File: config.mk
export PLATFORM = sky130hd
export DESIGN_NAME = timer_irq_flat
export DESIGN_NICKNAME = d
export VERILOG_FILES = /design/src/rtl/timer_irq_if.sv /design/src/rtl/timer_irq.sv /design/src/flat_wrapper.sv
export SDC_FILE = /design/constraint.sdc
export NUM_CORES = 1
export LEC_CHECK = 0
export BUFFER_PORTS_ARGS = -buffer_cell sky130_fd_sc_hd__clkbuf_2
export CORE_MARGIN = 2
export CORE_UTILIZATION = 45
export CTS_CLUSTER_SIZE = 40
export DETAILED_ROUTE_END_ITERATION = 12
export PLACE_DENSITY = 0.68
export SKIP_LAST_GASP = 1
export SLEW_MARGIN = 20
export SYNTH_ARGS = -nofsm -noshare
export SYNTH_HDL_FRONTEND = slang
export SYNTH_SLANG_ARGS = --single-unit
File: constraint.sdc
create_clock -name clk -period 2.87 [get_ports clk]
set_input_delay 0.4305 -clock clk [delete_from_list [all_inputs] [get_ports clk]]
set_output_delay 0.4305 -clock clk [all_outputs]
set_load 0.01 [all_outputs]
File: src/rtl/timer_irq_if.sv
// Word-addressed register bus between the CPU data-memory port and timer_irq.
interface timer_irq_if;
    logic [1:0]  addr;
    logic        wen;
    logic [31:0] din;
    logic [31:0] dout;

    modport master (output addr, output wen, output din, input dout);
    modport slave  (input addr, input wen, input din, output dout);
endinterface

File: src/rtl/timer_irq.sv
// Programmable down-counting timer with a sticky level interrupt for CP0 HWInt[0].
// Define TIMER_PRESCALE_EN to add the PRESCALE register at addr 3.
module timer_irq #(
    parameter int CNT_W = 32
) (
    input  logic       clk,
    input  logic       rst_n,
    timer_irq_if.slave bus,
    output logic       irq
);

    typedef enum logic [1:0] {
        IDLE = 2'd0,
        LOAD = 2'd1,
        CNT  = 2'd2,
        INT  = 2'd3
    } state_e;

    localparam logic [CNT_W-1:0] CNT_ONE = CNT_W'(1);

    state_e           state_q, state_d;
    logic             en_q, en_d;
    logic [1:0]       mode_q, mode_d;
    logic             im_q, im_d;
    logic [CNT_W-1:0] preset_q, preset_d;
    logic [CNT_W-1:0] count_q, count_d;
    logic             flag_q, flag_d;
    logic             tick;
    logic             ctrl_wr;
    logic             preset_wr;

    assign ctrl_wr   = bus.wen && (bus.addr == 2'd0);
    assign preset_wr = bus.wen && (bus.addr == 2'd1);

`ifdef TIMER_PRESCALE_EN
    logic [15:0] prescale_q, prescale_d;
    logic [15:0] pre_cnt_q, pre_cnt_d;
    logic        prescale_wr;

    assign prescale_wr = bus.wen && (bus.addr == 2'd3);
    // >= rather than == so a PRESCALE lowered mid-count cannot strand the counter
    assign tick = (pre_cnt_q >= prescale_q);
`else
    assign tick = 1'b1;
`endif

    always_ff @(posedge clk or negedge rst_n) begin
        if (!rst_n) begin
            state_q  <= IDLE;
            en_q     <= 1'b0;
            mode_q   <= 2'b00;
            im_q     <= 1'b0;
            preset_q <= '0;
            count_q  <= '0;
            flag_q   <= 1'b0;
`ifdef TIMER_PRESCALE_EN
            prescale_q <= '0;
            pre_cnt_q  <= '0;
`endif
        end else begin
            state_q  <= state_d;
            en_q     <= en_d;
            mode_q   <= mode_d;
            im_q     <= im_d;
            preset_q <= preset_d;
            count_q  <= count_d;
            flag_q   <= flag_d;
`ifdef TIMER_PRESCALE_EN
            prescale_q <= prescale_d;
            pre_cnt_q  <= pre_cnt_d;
`endif
        end
    end

    // Bus writes are applied first so the FSM's flag set below overrides an ack on the same edge.
    always_comb begin
        state_d  = state_q;
        en_d     = en_q;
        mode_d   = mode_q;
        im_d     = im_q;
        preset_d = preset_q;
        count_d  = count_q;
        flag_d   = flag_q;
`ifdef TIMER_PRESCALE_EN
        prescale_d = prescale_q;
        pre_cnt_d  = pre_cnt_q;
        if (prescale_wr) begin
            prescale_d = bus.din[15:0];
        end
`endif

        if (ctrl_wr) begin
            en_d   = bus.din[0];
            mode_d = bus.din[2:1];
            im_d   = bus.din[3];
            flag_d = 1'b0;
        end
        if (preset_wr) begin
            preset_d = bus.din[CNT_W-1:0];
        end

        case (state_q)
            IDLE: begin
                if (en_q) begin
                    state_d = LOAD;
                end
            end
            LOAD: begin
                count_d = preset_q;
`ifdef TIMER_PRESCALE_EN
                pre_cnt_d = '0;
`endif
                state_d = CNT;
            end
            CNT: begin
                if (!en_q) begin
                    state_d = IDLE;
                end else begin
`ifdef TIMER_PRESCALE_EN
                    pre_cnt_d = tick ? 16'd0 : pre_cnt_q + 16'd1;
`endif
                    if (tick) begin
                        if (count_q > CNT_ONE) begin
                            count_d = count_q - CNT_ONE;
                        end else begin
                            count_d = '0;
                            flag_d  = 1'b1;
                            state_d = INT;
                        end
                    end
                end
            end
            INT: begin
                if (mode_q == 2'b01) begin
                    state_d = LOAD;
                end else begin
                    // A simultaneous software CTRL write decides EN instead of the auto-clear
                    if (!ctrl_wr) begin
                        en_d = 1'b0;
                    end
                    state_d = IDLE;
                end
            end
            default: begin
                state_d = IDLE;
            end
        endcase
    end

    always_comb begin
        bus.dout = '0;
        case (bus.addr)
            2'd0: bus.dout = {28'd0, im_q, mode_q, en_q};
            2'd1: bus.dout = 32'(preset_q);
            2'd2: bus.dout = 32'(count_q);
`ifdef TIMER_PRESCALE_EN
            2'd3: bus.dout = 32'(prescale_q);
`else
            2'd3: bus.dout = '0;
`endif
            default: bus.dout = '0;
        endcase
    end

    assign irq = flag_q & im_q;

endmodule

File: src/flat_wrapper.sv
// flat-port wrapper written by rule: the top's interface ports become plain ports
module timer_irq_flat 
#(
    parameter int CNT_W = 32
)
  (clk, rst_n, irq, bus_addr, bus_wen, bus_din, bus_dout);
  timer_irq_if bus_i ();
  input  logic clk;
  input  logic rst_n;
  output logic irq;
  input wire logic [$bits(bus_i.addr)-1:0] bus_addr;
  input wire logic [$bits(bus_i.wen)-1:0] bus_wen;
  input wire logic [$bits(bus_i.din)-1:0] bus_din;
  output wire logic [$bits(bus_i.dout)-1:0] bus_dout;
  assign bus_i.addr = bus_addr;
  assign bus_i.wen = bus_wen;
  assign bus_i.din = bus_din;
  assign bus_dout = bus_i.dout;
  timer_irq #(.CNT_W(CNT_W)) u_core (.clk(clk), .rst_n(rst_n), .bus(bus_i), .irq(irq));
endmodule
# Word level (Yosys, flattened, before mapping)
# Cells that the tools add are included.
[op_classes]
mux = 17
eq_ne = 10
n_addsub = 1
magnitude_cmp = 1
n_bitwise = 1
n_reduce_logical = 7
[op_table]
columns = ["cell", "count"]
rows = [
  ["one-hot mux 32 bit (4 select lines)", 1],
  ["2-to-1 mux 32 bit", 2],
  ["one-hot mux 32 bit (2 select lines)", 1],
  ["greater-than comparator 32 x 1 -> 1 bit, second input constant", 1],
  ["subtractor 32 x 1 -> 32 bit, second input constant", 1],
  ["2-to-1 mux 1 bit", 9],
  ["equality test 2 bit, second input constant", 4],
  ["one-hot mux 2 bit (4 select lines)", 1],
  ["equality test 2 x 1 -> 1 bit, second input constant", 3],
  ["2-to-1 mux 2 bit", 3],
  ["logical NOT 2 bit", 2],
  ["inequality test 2 x 1 -> 1 bit, second input constant", 2],
  ["AND reduction 2 bit", 2],
  ["inequality test 3 bit, second input constant", 1],
  ["logical AND 1 bit", 2],
  ["nonzero test 2 bit", 1],
  ["bitwise AND 1 bit", 1],
]
[word_totals]
register_bits = 71

# Logic depth before layout (Yosys ltp)
[depth]
depth_word = 6
mapped_depth = 8
ltp_nobuf = 7

# Worst setup path before layout
# No wires, ideal clock.
[synth_path]
kind = "reg-to-reg"
startpoint = "register u_core.count_q[24]"
endpoint = "register u_core.count_q[13]"
stages_incl_launch_ff = 8
required_ns = 2.744
slack_ns = 0.275
t_arrival_ns = 2.468
cell_sequence = "dfrtp_1 > buf_6 > or4_4 > buf_6 > or4_4 > o41ai_4 > o21ai_1 > a221o_1"
[synth_between]
elab_chain_cells = 4
[synth_rtl]
columns = ["item", "line", "text"]
rows = [
  ["from (decl)", "timer_irq.sv:26", "logic [CNT_W-1:0] count_q, count_d;"],
  ["from (signal assigned)", "timer_irq.sv:66", "count_q <= count_d;"],
  ["greater-than comparator 32 x 1 -> 1 bit", "timer_irq.sv:123", "if (count_q > CNT_ONE) begin"],
  ["2-to-1 mux 32 bit", "timer_irq.sv:123", ""],
  ["2-to-1 mux 32 bit", "timer_irq.sv:116", "if (!en_q) begin"],
  ["one-hot mux 32 bit (2 select lines)", "timer_irq.sv:102", "case (state_q)"],
]
# Every way passes these cells. The select of a mux whose other input is x is not followed.
# A chain may end at the register's enable or synchronous reset.

# Worst setup path after layout
[layout_path]
startpoint = "register u_core.count_q[25]"
endpoint = "register u_core.count_q[13]"
# Same word-level chain as after synthesis.

==> metrics.yaml <==
sta:
  slew-limit-headroom_pct: 66.9
  hold_violations: 0
  fmax_ghz: 0.392
  finalSetupTns_ns: 0
  slew_viol_final: 0
  fin_hold_ws_ns: 0.0844
  rsz0062_at_grt: "no"
  tightest_slew_ns: 0.492
  finalCritPeriodShare_pct: 88.9
  period_needed_ns: 2.55
  setup_viol: 0
  skew_ns: 0.00888
status:
  status: "completed"
critical_path:
  worst_path_max_delay_cell: "or4_4"
  path_buf_inv: 1
  worstPathMaxFanout: 9
  crit_top_cell: "or4_4"
  cp_cell_sequence: "or4_4 > or4_4 > o41ai_4 > buf_4 > o21ai_1 > a221o_1"
  cp_slowest_stage_delay_ns: 0.56
  required_ns: 3.12
  crit_arrival_ns: 2.80
  cp-start-kind: "flop"
  critPathCaptureType: "flop"
  critPathKind: "flop to flop"
  cp_top_family: "simple AND/OR/NAND/NOR gates"
placed_design:
  post-dp-hpwl_um: 7130
  dpl.cell_count: 549
  gp_congestion: 0.859
  portBuffers: 69
clock_network:
  post-cts-setup-buffers: 0
  cts_root_buffer: "clkbuf_8"
  worstSkewPairLatency_ns: 0.36
  cts.path.max_buffers: 2
  cts_tree: "yes"
  cts_sinks: 71
  post_cts_resized: 0
  cts_hold_buffers: 0
  clk_pin_slew_worst_paths_ns: 0.08
  cts-buffers-inserted: 9
  h-tree-depth: 3
global_route:
  grt_usage_pct: 22.1
  grt_pass1_wl_um: 17100
  gr-total-overflow: 0
  antenna_found_initial: 0
  grt_max_degree: 72
  grt_pass1_vias: 3391
die:
  core_area_mm2: 0.00859
  dieArea_mm2: 0.00952
  io_pins: 70
  num_rows: 34
  start_util_pct: 45.9
  fp.dieW_um: 97.6
  dieHeight_um: 97.6
finish:
  mostFrequentLayoutCells: "dfrtp_1 (71), clkbuf_2 (68), mux2_2 (34), a22o_1 (29), nand2_1 (24)"
  fin_cells: 565
  diodes: 0
  syn2layout_area_growth_pct: 19.0
  layout-drive-gt1-share_pct: 32.8
  layout_commonest_cell: "dfrtp_1"
  finalNetCount: 491
  fill_cells: 807
  utilization_pct: 54.6
drt:
  drt_iter0_markers: 226
  route.detailed.wl_per_inst_um: 18.2
  viasPerCell: 6.12
  ant_nets: 0
  totalWireLength_um: 10300
  firstDrtPassIters: 5
  drcViolationCount: 0
  vias: 3459
pwr:
  power_leakage_nw: 2.01
  powerDensity_mw_per_mm2: 911
  peakVddDrop_uv: 363
synth:
  synth.distinct_cells: 54
  postSynthAreaPerCell_um2: 10.4
  synth_cells: 379
  synth_warnings: 0
  yosys_most_used_dff: "dfrtp_1"
  synth_async_sr_flop_share_pct: 100
  synth_edf_count: 0
  synth-seq-cells: 71
  synth-seq-area-share_pct: 45.1
  netlist_area_mm2: 0.00394
  syn_nets: 418
min_path:
  holdCritPathClass: "input port to async pin"
flow_run:
  cap_violations: 0
[worst register-to-register path: stages, from the launching register on]
cell and delay (ns):
dfrtp_1 0.45, or4_4 0.56, or4_4 0.48, o41ai_4 0.35
buf_4 0.21, o21ai_1 0.09, a221o_1 0.30
[where the power goes]
part / internal [mW] / switching, mW
sequential: 1.34 / 0.442
combinational: 0.729 / 0.842
clock: 0.537 / 0.380
total: 2.61 / 1.66
[logic make-up (layout without fill, tap and decap cells)]
kind of cell	count (synthesis)	after routing	synth area share, %
simple gates	114	114	16.0
flops	71	71	45.1
compound gates	118	118	23.5
fa+ha+maj	2	2	0.635
buf+inv	36	114	4.06
mux	38	38	10.7
[final cells by class]
| cell class | count | area [um2] | share of cell area, % |
|---|---|---|---|
| multi-input combinational | 272 | 2010 | 42.8 |
| sequential | 71 | 1780 | 37.9 |
| timing repair buffer | 90 | 515 | 11.0 |
| clock buffer | 13 | 159 | 3.39 |
| tap | 108 | 135 | 2.88 |
| clock inverter | 3 | 65.1 | 1.39 |
| inverter | 8 | 30.0 | 0.640 |
[routing by layer]
| metal | up-vias | GRT usage [%] | wire (um) |
|---|---|---|---|
| met4 | 0 | 6.20 | 149 |
| met5 | - | 0 | 0 |
| met2 | 109 | 34.9 | 4860 |
| met1 | 1694 | 30.7 | 4690 |
| li1 | 1641 | - | - |
| met3 | 15 | 5.32 | 603 |
[final timing paths]
| path | start | to | slack, ns | depth (start not counted) |
|---|---|---|---|---|
| worst max-delay path | u_core.count_q[25]$_DFFE_PN0P_ | u_core.count_q[13]$_DFFE_PN0P_ | 0.32 | 6 |
| worst min-delay path | rst_n | u_core.preset_q[2]$_DFFE_PN0P_ | 0.08 | 2 |
| worst max register to register | u_core.count_q[25]$_DFFE_PN0P_ | u_core.count_q[13]$_DFFE_PN0P_ | 0.32 | 6 |
| worst min register to register | u_core.flag_q$_DFF_PN0_ | u_core.flag_q$_DFF_PN0_ | 0.51 | 2 |
| max in group asynchronous | rst_n | u_core.count_q[17]$_DFFE_PN0P_ | 2.46 | 2 |
| min in group clk | bus_din[13] | u_core.preset_q[13]$_DFFE_PN0P_ | 0.30 | 2 |
[synthesized netlist by cell type (3+ instances only)]
library cell	number	area, um2
and3_1	3	18.8
a21oi_1	7	35.0
nand2_1	24	90.1
mux2i_1	4	40.0
buf_1	5	18.8
nand4_1	5	31.3
or3_1	3	18.8
a41oi_1	3	26.3
dfrtp_1	71	1780
inv_1	7	26.3
nand3_1	23	115
o21ai_0	14	70.1
nor2_1	6	22.5
nor3_1	15	75.1
mux2_2	34	383
a22o_1	29	254
nor4_1	8	50.1
o311ai_0	12	105
clkbuf_1	17	63.8
a32oi_1	3	26.3
a22oi_1	18	135
o211ai_1	15	113
or4_1	4	30.0
nand2b_1	5	31.3
nor2b_1	4	25.0
[stage by stage]
step           worst slack, ns  total power, mW  cell area [um2]
5_1_grt                  0.143             4.58             4690
3_3_place_gp             0.390             3.30             4470
2_1_floorplan            0.275             2.82             3940
4_1_cts                  0.321             4.27             4690
6_report                 0.319             4.27             4690
3_5_place_dp             0.323             3.36             4470
[registers in the layout, indices dropped and copies added, names as in the netlist]
signal           count
u_core.preset_q     32
u_core.flag_q        1
u_core.state_q       2
u_core.en_q          1
u_core.mode_q        2
u_core.count_q      32
u_core.im_q          1
Note: power is estimated with default switching activity, not from simulation.
